===== config.mk =====
export PLATFORM = sky130hd
export DESIGN_NAME = afe_tx_gen
export DESIGN_NICKNAME = d
export VERILOG_FILES = /design/src/rtl/afe_pkg.sv /design/src/rtl/afe_tx_lfsr.sv /design/src/rtl/afe_tx_gen.sv
export SDC_FILE = /design/constraint.sdc
export NUM_CORES = 1
export LEC_CHECK = 0
export CAP_MARGIN = 40
export CORE_MARGIN = 2
export CORE_UTILIZATION = 55
export DETAILED_ROUTE_END_ITERATION = 16
export GPL_ROUTABILITY_DRIVEN = 0
export PLACE_DENSITY = 0.8
export SYNTH_ARGS = -nofsm -noshare
export SYNTH_HDL_FRONTEND = slang
export SYNTH_SLANG_ARGS = --single-unit

===== constraint.sdc =====
create_clock -name clk_i -period 12.8 [get_ports clk_i]
set_input_delay 3.2 -clock clk_i [delete_from_list [all_inputs] [get_ports clk_i]]
set_output_delay 3.2 -clock clk_i [all_outputs]
set_load 0.005 [all_outputs]

===== src/rtl/afe_pkg.sv =====
// Shared definitions for the AFE transmit pattern generator.
// Contents: FSM state enum, payload pattern encodings, LFSR seed/taps and
// a single-step LFSR helper.
package afe_pkg;

  typedef enum logic [1:0] {
    IDLE = 2'd0,
    EMIT = 2'd1,
    WAIT = 2'd2
  } afe_state_e;

  typedef enum logic [1:0] {
    PAT_FRAME_CNT  = 2'b00,
    PAT_LFSR       = 2'b01,
    PAT_CONST      = 2'b10,
    PAT_FRAME_CHID = 2'b11
  } afe_pat_e;

  localparam logic [15:0] LFSR_SEED = 16'hACE1;
  // Taps 16,14,13,11 on a right-shifting register: stage 16 is bit 0,
  // so the taps land on bits 0,2,3,5.
  localparam logic [15:0] LFSR_TAPS = 16'h002D;

  function automatic logic [15:0] lfsr_step(input logic [15:0] v);
    return {^(v & LFSR_TAPS), v[15:1]};
  endfunction

endpackage


===== src/rtl/afe_tx_lfsr.sv =====
// 16-bit Fibonacci LFSR used as the pseudo-random payload source.
// Ports:
//   clk_i, rst_ni : clock, asynchronous active-low reset (loads seed)
//   i_advance     : step the register by one position
//   i_reseed      : reload the seed (has priority over i_advance)
//   o_lfsr        : current register value
module afe_tx_lfsr
  import afe_pkg::*;
(
  input  logic        clk_i,
  input  logic        rst_ni,
  input  logic        i_advance,
  input  logic        i_reseed,
  output logic [15:0] o_lfsr
);

  logic [15:0] r_lfsr;

  always_ff @(posedge clk_i or negedge rst_ni) begin
    if (!rst_ni) begin
      r_lfsr <= LFSR_SEED;
    end else if (i_reseed) begin
      r_lfsr <= LFSR_SEED;
    end else if (i_advance) begin
      r_lfsr <= lfsr_step(r_lfsr);
    end
  end

  assign o_lfsr = r_lfsr;

endmodule


===== src/rtl/afe_tx_gen.sv =====
// AFE transmit generator: emulates a multi-channel AFE word stream.
// Each frame emits one word per enabled channel (ascending), frames start
// every max(period, popcount(mask)) cycles; payload pattern, flag stamping,
// frame counting and run completion are configurable.
// Ports:
//   clk_i, rst_ni        : clock, asynchronous active-low reset
//   test_mode_i          : scan mode, no functional effect
//   cfg_*                : run configuration (enable, clear, mask, period,
//                          frame count, continuous, pattern, const, flags)
//   busy_o               : FSM not idle
//   smpls_left_o         : frames remaining in the current run
//   done_event_o         : one-cycle run-complete pulse
//   afe_valid_o/afe_data_o : word strobe and formatted AFE word
module afe_tx_gen
  import afe_pkg::*;
#(
  parameter int AFE_DATA_WIDTH = 32,
  parameter int AFE_NUM_CHS    = 8,
  parameter int AFE_PL_WIDTH   = 16,
  parameter int AFE_CHID_LSB   = 28,
  parameter int AFE_CHID_WIDTH = 4,
  parameter int AFE_FLAG_LSB   = 16,
  parameter int AFE_FLAG_WIDTH = 4
) (
  input  logic                      clk_i,
  input  logic                      rst_ni,
  input  logic                      test_mode_i,
  input  logic                      cfg_en_i,
  input  logic                      cfg_clr_i,
  input  logic [AFE_NUM_CHS-1:0]    cfg_ch_mask_i,
  input  logic [15:0]               cfg_period_i,
  input  logic [15:0]               cfg_num_smpls_i,
  input  logic                      cfg_continuous_i,
  input  logic [1:0]                cfg_pattern_i,
  input  logic [AFE_PL_WIDTH-1:0]   cfg_const_i,
  input  logic [7:0]                cfg_flag_interval_i,
  input  logic [AFE_FLAG_WIDTH-1:0] cfg_flag_val_i,
  output logic                      busy_o,
  output logic [15:0]               smpls_left_o,
  output logic                      done_event_o,
  output logic                      afe_valid_o,
  output logic [AFE_DATA_WIDTH-1:0] afe_data_o
);

  localparam int CH_W  = (AFE_NUM_CHS > 1) ? $clog2(AFE_NUM_CHS) : 1;
  localparam int CNT_W = CH_W + 1;

  // Lowest set mask bit at index >= from; MSB of the result flags "found".
  function automatic logic [CH_W:0] f_find(input logic [AFE_NUM_CHS-1:0] mask,
                                           input logic [CH_W:0] from);
    logic [CH_W:0] res;
    int unsigned   j;
    res = '0;
    for (int unsigned i = 0; i < AFE_NUM_CHS; i++) begin
      j = AFE_NUM_CHS - 1 - i;
      if (mask[j] && (j >= 32'(from))) res = {1'b1, CH_W'(j)};
    end
    return res;
  endfunction

  afe_state_e                r_state, w_nxt_state;
  logic [AFE_NUM_CHS-1:0]    r_mask;
  logic [CH_W-1:0]           r_ch;
  logic [15:0]               r_cnt;
  logic [15:0]               r_left;
  logic [AFE_PL_WIDTH-1:0]   r_frame;
  logic [7:0]                r_flag_cnt;
  logic                      r_valid, r_done, r_busy;
  logic [AFE_DATA_WIDTH-1:0] r_data;

  logic [CH_W:0]             w_first, w_next;
  logic [CNT_W-1:0]          w_pop;
  logic [16:0]               w_per, w_eff;
  logic                      w_start_due;
  logic                      w_emit, w_frame_start, w_run_start, w_frame_end, w_done;
  logic [CH_W-1:0]           w_ch_sel;
  logic [AFE_PL_WIDTH-1:0]   w_frame_nxt, w_payload;
  logic [7:0]                w_flag_upd, w_flag_nxt;
  logic                      w_flag_hit;
  logic [AFE_CHID_WIDTH-1:0] w_chid;
  logic [AFE_DATA_WIDTH-1:0] w_word;
  logic [15:0]               w_lfsr;
  logic                      w_unused;

  assign w_unused = test_mode_i;

  assign w_first = f_find(cfg_ch_mask_i, '0);
  assign w_next  = f_find(r_mask, {1'b0, r_ch} + CNT_W'(1));

  always_comb begin
    w_pop = '0;
    for (int unsigned i = 0; i < AFE_NUM_CHS; i++) begin
      w_pop = w_pop + CNT_W'(r_mask[i]);
    end
  end

  assign w_per       = (cfg_period_i == '0) ? 17'd1 : {1'b0, cfg_period_i};
  assign w_eff       = (w_per > 17'(w_pop)) ? w_per : 17'(w_pop);
  assign w_start_due = ({1'b0, r_cnt} + 17'd1) >= w_eff;

  afe_tx_lfsr u_lfsr (
    .clk_i     (clk_i),
    .rst_ni    (rst_ni),
    .i_advance (w_emit & ~cfg_clr_i),
    .i_reseed  (cfg_clr_i),
    .o_lfsr    (w_lfsr)
  );

  always_ff @(posedge clk_i or negedge rst_ni) begin
    if (!rst_ni)        r_state <= IDLE;
    else if (cfg_clr_i) r_state <= IDLE;
    else                r_state <= w_nxt_state;
  end

  // Decisions are made one cycle ahead: the word chosen here appears on
  // the registered outputs in the following cycle.
  always_comb begin
    w_nxt_state   = r_state;
    w_emit        = 1'b0;
    w_ch_sel      = r_ch;
    w_frame_start = 1'b0;
    w_run_start   = 1'b0;
    w_frame_end   = 1'b0;
    w_done        = 1'b0;
    unique case (r_state)
      IDLE: begin
        if (cfg_en_i && w_first[CH_W] && (cfg_continuous_i || cfg_num_smpls_i != '0)) begin
          w_nxt_state   = EMIT;
          w_emit        = 1'b1;
          w_ch_sel      = w_first[CH_W-1:0];
          w_frame_start = 1'b1;
          w_run_start   = 1'b1;
        end
      end
      EMIT: begin
        if (w_next[CH_W]) begin
          w_emit   = 1'b1;
          w_ch_sel = w_next[CH_W-1:0];
        end else begin
          w_frame_end = 1'b1;
          if (!cfg_continuous_i && r_left <= 16'd1) begin
            w_nxt_state = IDLE;
            w_done      = 1'b1;
          end else if (!cfg_en_i) begin
            w_nxt_state = IDLE;
          end else if (w_start_due) begin
            if (w_first[CH_W]) begin
              w_emit        = 1'b1;
              w_ch_sel      = w_first[CH_W-1:0];
              w_frame_start = 1'b1;
            end else begin
              w_nxt_state = IDLE;
            end
          end else begin
            w_nxt_state = WAIT;
          end
        end
      end
      WAIT: begin
        if (!cfg_en_i) begin
          w_nxt_state = IDLE;
        end else if (w_start_due) begin
          if (w_first[CH_W]) begin
            w_nxt_state   = EMIT;
            w_emit        = 1'b1;
            w_ch_sel      = w_first[CH_W-1:0];
            w_frame_start = 1'b1;
          end else begin
            w_nxt_state = IDLE;
          end
        end
      end
      default: w_nxt_state = IDLE;
    endcase
  end

  // A back-to-back frame's first word is formed in the same cycle the old
  // frame ends, so it must see the already-advanced frame/flag counters.
  always_comb begin
    w_flag_upd  = (cfg_flag_interval_i == '0 || r_flag_cnt >= cfg_flag_interval_i - 8'd1)
                  ? '0 : r_flag_cnt + 8'd1;
    w_frame_nxt = w_frame_end ? r_frame + AFE_PL_WIDTH'(1) : r_frame;
    w_flag_nxt  = w_frame_end ? w_flag_upd : r_flag_cnt;
    w_flag_hit  = (cfg_flag_interval_i != '0) && (w_flag_nxt == cfg_flag_interval_i - 8'd1);
    w_chid      = AFE_CHID_WIDTH'(w_ch_sel);
    unique case (afe_pat_e'(cfg_pattern_i))
      PAT_FRAME_CNT:  w_payload = w_frame_nxt;
      PAT_LFSR:       w_payload = AFE_PL_WIDTH'(w_lfsr);
      PAT_CONST:      w_payload = cfg_const_i;
      PAT_FRAME_CHID: w_payload = {w_frame_nxt[AFE_PL_WIDTH-1:AFE_CHID_WIDTH], w_chid};
      default:        w_payload = w_frame_nxt;
    endcase
    w_word = '0;
    w_word[AFE_PL_WIDTH-1:0] = w_payload;
    w_word[AFE_FLAG_LSB +: AFE_FLAG_WIDTH] = w_flag_hit ? cfg_flag_val_i : '0;
    w_word[AFE_CHID_LSB +: AFE_CHID_WIDTH] = w_chid;
  end

  always_ff @(posedge clk_i or negedge rst_ni) begin
    if (!rst_ni) begin
      r_valid    <= 1'b0;
      r_data     <= '0;
      r_done     <= 1'b0;
      r_busy     <= 1'b0;
      r_left     <= '0;
      r_frame    <= '0;
      r_flag_cnt <= '0;
      r_cnt      <= '0;
      r_mask     <= '0;
      r_ch       <= '0;
    end else if (cfg_clr_i) begin
      r_valid    <= 1'b0;
      r_data     <= '0;
      r_done     <= 1'b0;
      r_busy     <= 1'b0;
      r_left     <= '0;
      r_frame    <= '0;
      r_flag_cnt <= '0;
      r_cnt      <= '0;
      r_mask     <= '0;
      r_ch       <= '0;
    end else begin
      r_valid <= w_emit;
      if (w_emit) begin
        r_data <= w_word;
        r_ch   <= w_ch_sel;
      end
      r_done <= w_done;
      r_busy <= (w_nxt_state != IDLE);
      if (w_frame_start) begin
        r_mask <= cfg_ch_mask_i;
        r_cnt  <= '0;
      end else if (r_state != IDLE) begin
        r_cnt <= r_cnt + 16'd1;
      end
      if (w_run_start) begin
        r_left <= cfg_num_smpls_i;
      end else if (w_frame_end && !cfg_continuous_i && r_left != '0) begin
        r_left <= r_left - 16'd1;
      end
      if (w_frame_end) begin
        r_frame    <= w_frame_nxt;
        r_flag_cnt <= w_flag_upd;
      end
    end
  end

  assign busy_o       = r_busy;
  assign smpls_left_o = r_left;
  assign done_event_o = r_done;
  assign afe_valid_o  = r_valid;
  assign afe_data_o   = r_data;

endmodule


Yosys cells after proc, flatten, opt, wreduce, memory -nomap -nowiden
Cells that the tools add are included.
Operators by class
  $add $sub $neg: 14
  magnitude comparators: 12
  equal/unequal tests: 6
  muxes and demuxes: 76
  bitwise operators: 2
  reduce and logical (&&, ||, !) cells: 33
Operator list (count)
  2-to-1 mux 16 bit: 13
  2-to-1 mux 4 bit: 17
  2-to-1 mux 32 bit: 2
  one-hot mux 16 bit (4 select lines): 1
  2-to-1 mux 8 bit: 5
  adder 16 x 1 -> 16 bit (second input constant): 2
  nonzero test 16 bit: 2
  2-to-1 mux 3 bit: 8
  2-to-1 mux 2 bit: 9
  adder 16 x 1 -> 17 bit (second input constant): 1
  greater-or-equal comparator 17 x 16 -> 1 bit: 1
  2-to-1 mux 1 bit: 17
  adder 4 x 1 -> 4 bit: 4
  greater-or-equal comparator 3 x 4 -> 1 bit (first input constant): 4
  greater-than comparator 16 x 4 -> 1 bit: 1
  less-or-equal comparator 16 x 1 -> 1 bit (second input constant): 1
  zero test 16 bit: 1
  parity 16 bit: 1
  subtractor 16 x 1 -> 16 bit (second input constant): 1
  logical AND 1 bit: 14
  nonzero test 2 bit: 6
  one-hot mux 3 bit (3 select lines): 1
  adder 8 x 1 -> 8 bit (second input constant): 1
  == test 8 bit: 1
  other kinds (20): 29
Storage, ports and cells
  flip-flop bits (word level): 120
  input bits: 76
  logic and storage cells: 155

Longest topological paths before layout
  depth in word-level cells: 19
  gate-level depth with buffers: 26
  depth with buffers taken out: 25

Modules after synthesis
Synthesis repeated with hierarchy kept, for this count alone.
Unflattened totals
  cells, all modules: 930
  area, all modules: 7861.3 µm²
Modules (own cells, without submodules)
  afe_tx_gen: instances 1, cells each 875, area an instance 7171.9 µm²
  afe_tx_lfsr: instances 1, cells each 55, area an instance 689.4 µm²

Worst setup path before layout
OpenSTA, ideal clock, no wires.
  path kind: input port to flip-flop
  from: input port cfg_period_i[7]
  to: register r_cnt[0]
  library setup time: 0.121 ns
  arrival time: 6.805 ns
  slack: 5.874 ns
  cell stages on the path: 19
  buffers on the path: 2
  cells stage by stage: nor4_1 > nand3_1 > nor4_1 > nor2_1 > ha_1 > nand4_1 > a21oi_1 > a31oi_1 > ha_1 > nand4_1 > or3_1 > o211ai_1 > nand2_1 > a31oi_1 > o21bai_1 > or2_2 > clkbuf_1 > buf_2 > nor2_1
Between the ends
  cells in the longest elaborated chain, start to end: 12
  elaborated cells on any way between the ends: 13
  those cells by class: 2 x order compare; 9 x mux; 2 x reduce/logical
RTL lines
  start: declaration: RTL line afe_tx_gen.sv:31  | input logic [15:0] cfg_period_i,
  zero test 16 bit: RTL line afe_tx_gen.sv:97  | assign w_per = (cfg_period_i == '0) ? 17'd1 : {1'b0, cfg_period_i};
  2-to-1 mux 16 bit *: RTL line afe_tx_gen.sv:97
  greater-than comparator 16 x 4 -> 1 bit: RTL line afe_tx_gen.sv:98  | assign w_eff = (w_per > 17'(w_pop)) ? w_per : 17'(w_pop);
  2-to-1 mux 16 bit *: RTL line afe_tx_gen.sv:98
  greater-or-equal comparator 17 x 16 -> 1 bit *: RTL line afe_tx_gen.sv:99  | assign w_start_due = ({1'b0, r_cnt} + 17'd1) >= w_eff;
  2-to-1 mux 1 bit *: RTL line afe_tx_gen.sv:146  | end else if (w_start_due) begin
  2-to-1 mux 1 bit *: RTL line afe_tx_gen.sv:144  | end else if (!cfg_en_i) begin
  2-to-1 mux 1 bit: RTL line afe_tx_gen.sv:141  | if (!cfg_continuous_i && r_left <= 16'd1) begin
  2-to-1 mux 1 bit: RTL line afe_tx_gen.sv:136  | if (w_next[CH_W]) begin
  one-hot mux 1 bit (3 select lines) *: RTL line afe_tx_gen.sv:125  | unique case (r_state)
  2-to-1 mux 16 bit: RTL line afe_tx_gen.sv:230  | if (w_frame_start) begin
  2-to-1 mux 16 bit: RTL line afe_tx_gen.sv:211  | end else if (cfg_clr_i) begin
  end signal: assignment: RTL line afe_tx_gen.sv:234  | r_cnt <= r_cnt + 16'd1;
  end: declaration: RTL line afe_tx_gen.sv:64  | logic [15:0] r_cnt;
Mark *: on every way between the ends. The rest lies on a longest branch, timed or not.
A chain may end at the register's enable or synchronous reset.

Worst setup path after layout
  from: input port cfg_period_i[12]
  to: register r_data[16] (netlist: afe_data_o[16])
Between the ends
  cells in the longest elaborated chain, start to end: 11
RTL lines
  zero test 16 bit: RTL line afe_tx_gen.sv:97
  2-to-1 mux 16 bit *: RTL line afe_tx_gen.sv:97
  greater-than comparator 16 x 4 -> 1 bit: RTL line afe_tx_gen.sv:98
  2-to-1 mux 16 bit *: RTL line afe_tx_gen.sv:98
  greater-or-equal comparator 17 x 16 -> 1 bit *: RTL line afe_tx_gen.sv:99
  2-to-1 mux 1 bit *: RTL line afe_tx_gen.sv:146
  2-to-1 mux 1 bit *: RTL line afe_tx_gen.sv:144
  2-to-1 mux 1 bit: RTL line afe_tx_gen.sv:141
  2-to-1 mux 1 bit: RTL line afe_tx_gen.sv:136
  one-hot mux 1 bit (3 select lines) *: RTL line afe_tx_gen.sv:125
  nonzero test 2 bit (no source line) *
  end signal: assignment: RTL line afe_tx_gen.sv:225  | r_data <= w_word;
  end: declaration: RTL line afe_tx_gen.sv:69  | logic [AFE_DATA_WIDTH-1:0] r_data;
Marked as above.

==> metrics.md <==
| Metric | Value |
|---|---|
| Iter 0 DRT Violations | 470 |
| Routed wire length | 19100 um |
| Fraction of registers with async set/reset | 1.00 |
| Syn Inst Count | between 800 and 900 |
| Post-CTS setup buffer count | 0 |
| Worst-Skew Late Latency | between 0.3 and 0.4 ns |
| Layout cells sized above 1 | 0.0678 |
| #FFs+latches synth | 108 |
| Vias | approximately 6800 |
| Run status | complete, no violations |
| Seq/Total Area, Yosys | 0.357 |
| Fin crit period | between 7 and 8 ns |
| Rows | 42 |
| Max-Cap Viols | 0 |
| P&R area growth vs syn | 21.1% |
| Final Worst Setup Slack | between 4 and 5 ns |
| Final Power | about 0.99 mW |
| IO Count | ~130 |
| Initial Utilization | 0.569 |
| Cts bufs inserted | 9 |
| Hold Path Class | reg2reg |
| Die Area | approximately 0.015 mm^2 |
| Worst-margin pin slew | between 0.9 and 1 ns |
| DRT Pass-1 Iters | 5 |
| Tcrit/Tclk final | 0.622 |
| CP Class | in2reg |
| Antenna-violating nets left | 0 |
| Synthesized area | around 0.0076 mm^2 |
| Cell area power density | approximately 110 mW/mm^2 |
| Mean Syn Cell Area | approximately 9 um^2 |
| Sinks on Clock Net | between 100 and 150 |
| Ant. Diodes | 0 |
| Pre-CTS WS | between 4 and 5 ns |
| Post-DR vias/cell | 6.02 |
| Vias in the first global route | between 6000 and 7000 |
| Count of cell types in the netlist | 85 |
| Chip Height | between 100 and 150 um |
| Worst vdd ir | 0.0993 mV |
| H-tree levels | 3 |
| RSZ-0062 raised after global routing | no |
| Net count, final | between 1000 and 1500 |
| Fin Clk Skew | 0.00840 ns |
| Port Buf Inserts | roughly 120 |
| Largest net degree at the start of global routing | 62 |
| Slew Viols, Final | 0 |
| Initial antenna violation count | 0 |
| Area share of fa/ha/maj cells after synthesis | 0.0780 |
| Max Clk Rate | around 0.13 GHz |
| GRT overflow | 0 |
| Crit path DAT | 8.22 ns |
| Clk slew on worst S/H paths | ~0.08 ns |
| First-pass GRT wire length | ~32000 um |
| Die W | 122 um |
| Critical Path Source Type | input pin |
| Fill count | ~1100 |
| Setup violators final | 0 |
| Final Hold Fails | 0 |
| Main synth FF type | dfrtp_1 |
| Compound-Gate Fraction of Synth Area | 0.209 |
| DR WL/cell | about 17 um |
| Hold Buf Count CTS | 0 |
| YS warnings | 0 |
| Worst Reg2Reg Path Length in Cells | 23 |
| Gr usage total | 0.269 |
| Setup TNS | 0 ns |
| Slew Limit Headroom | 0.361 |
| DR DRC count | 0 |
| Critical Path Sink Type | register |
| Req. time, crit path | ~13 ns |
| Cts repair resizes | 0 |
| Hold Path Cell Cnt | 1 |
| Maximum fanout along the worst path | 18 |
| Post-synthesis simple-gate area fraction | 0.199 |
| Final hold slack | 0.480 ns |
| Pleak | 3.96 nW |
| CTS tree | done |
| Clock Tree Root | clkbuf_16 |
| Number of synthesized flops with an enable pin | 0 |
| Xor/xnor share of the synthesized area | 0.0853 |
| Core area | 0.0133 mm^2 |
| DP HPWL | 14400 um |
| Clock Path Buffers | 2 |
| Post-synthesis mux area share | 0.0140 |
| Largest family of logic cells by synthesized area | compound AO/OA/AOI/OAI gates |
-- cells in the mapped netlist (9+ instances only) --
cell      instances  area [um^2]
dfrtp_1         100         2500
nor2_1           98          368
nand2_1          71          267
inv_1            47          176
ha_1             41          513
xor2_1           38          333
xnor2_1          36          315
a21oi_1          33          165
clkbuf_1         28          105
a211oi_1         26          195
o21ai_0          23          115
nand3_1          22          110
nor3_1           20          100
a22o_1           17          149
nand4_1          17          106
nor4_1           16          100
a21o_1           14          105
buf_4            12         90.1
o22ai_1          12         75.1
o21ai_1          11         55.1
and2_1            9         56.3
and3_1            9         56.3
-- layout by cell type (no fill, tap or decap), types with 7 or more instances in the layout --
master	Yosys	final
and2_1	9	9
a211oi_1	26	26
or4_1	7	7
ha_1	41	41
o21ai_0	23	23
nor4_1	16	16
a21oi_1	33	33
nor2b_1	7	7
o22a_1	7	7
clkdlybuf4s50_1	0	114
o21ai_1	11	11
a22o_1	17	17
nor3_1	20	20
conb_1	1	9
nor2_1	98	98
or3_1	8	8
xor2_1	38	38
inv_1	47	47
dfrtp_1	100	100
and3_1	9	9
nand4_1	17	17
clkbuf_16	0	9
nand3_1	22	22
dfstp_2	8	8
xnor2_1	36	36
nand2_1	71	71
o31ai_1	8	8
o22ai_1	12	12
a21o_1	14	14
-- report_power, final --
| part | total [mW] | switching [mW] | internal, mW |
|---|---|---|---|
| sequential | 0.406 | 0.0328 | 0.373 |
| combinational | 0.278 | 0.151 | 0.127 |
| clock | 0.304 | 0.144 | 0.160 |
-- state kept, by name, indices dropped and copies added (netlist names), 2 cells and up --
register	cells
r_flag_cnt	8
r_frame	16
u_lfsr.o_lfsr	16
r_ch	2
smpls_left_o	16
r_state	2
r_mask	8
r_cnt	16
afe_data_o	21
-- final cells by class --
cell class,count,area [um^2],area share
multi-input combinational,661,4480,0.487
sequential,108,2710,0.295
tap,176,220,0.0239
clock inverter,7,100,0.0109
inverter,49,184,0.0200
timing repair buffer,125,1270,0.138
clock buffer,9,225,0.0245
-- kinds of logic (layout without fill, tap and decap cells) --
group | count (synthesis) | in the layout
AO/OA/AOI/OAI | 217 | 217
XOR/XNOR | 74 | 74
adder cells (fa/ha/maj) | 45 | 45
AND/OR/NAND/NOR | 306 | 306
flip-flops | 108 | 108
buffers and inverters | 99 | 190
other | 1 | 9
multiplexers | 10 | 10
-- metrics by stage --
step | instance area (um^2) | std cells | util
final | 9200 | 1135 | 0.689
after global routing | 9200 | 1135 | 0.689
after CTS | 9200 | 1134 | 0.689
after detailed placement | 8870 | 1118 | 0.665
after global placement | 8780 | 1113 | 0.658
after floorplan | 7630 | 868 | -
-- path summary, 6_finish.rpt --
kind,startpoint,endpoint,slack [ns]
max,cfg_period_i[12],afe_data_o[16],4.84
min,afe_data_o[15],afe_data_o[15],0.48
min in group asynchronous,rst_ni,smpls_left_o[8],2.77
min reg2reg,afe_data_o[15],afe_data_o[15],0.48
max reg2reg,r_mask[0],afe_data_o[16],5.79
max in group asynchronous,rst_ni,u_lfsr.o_lfsr[10],9.00
-- critical path, cell delays in order --
cell	delay [ns]
clkdlybuf4s50_1	0.43
nor4_1	0.34
nand3_1	0.20
nor4_1	0.21
nor2_1	0.10
ha_1	0.29
nand4_1	0.09
a21oi_1	0.45
a31oi_1	0.17
ha_1	0.35
nand4_1	0.15
or3_1	0.33
o211ai_1	0.15
nand2_1	0.16
a31oi_1	0.50
a22oi_2	0.19
inv_2	0.31
nand4_1	0.28
o31ai_1	0.31
-- metal layers --
layer | vias up | wire, um | global-route usage
met4 | 0 | 363 | 0.0920
met2 | 262 | 8660 | 0.420
met1 | 3266 | 8610 | 0.374
met3 | 31 | 1430 | 0.0552
li1 | 3276 | - | -
met5 | - | 0 | 0
Power figures use the tool's default switching activity.
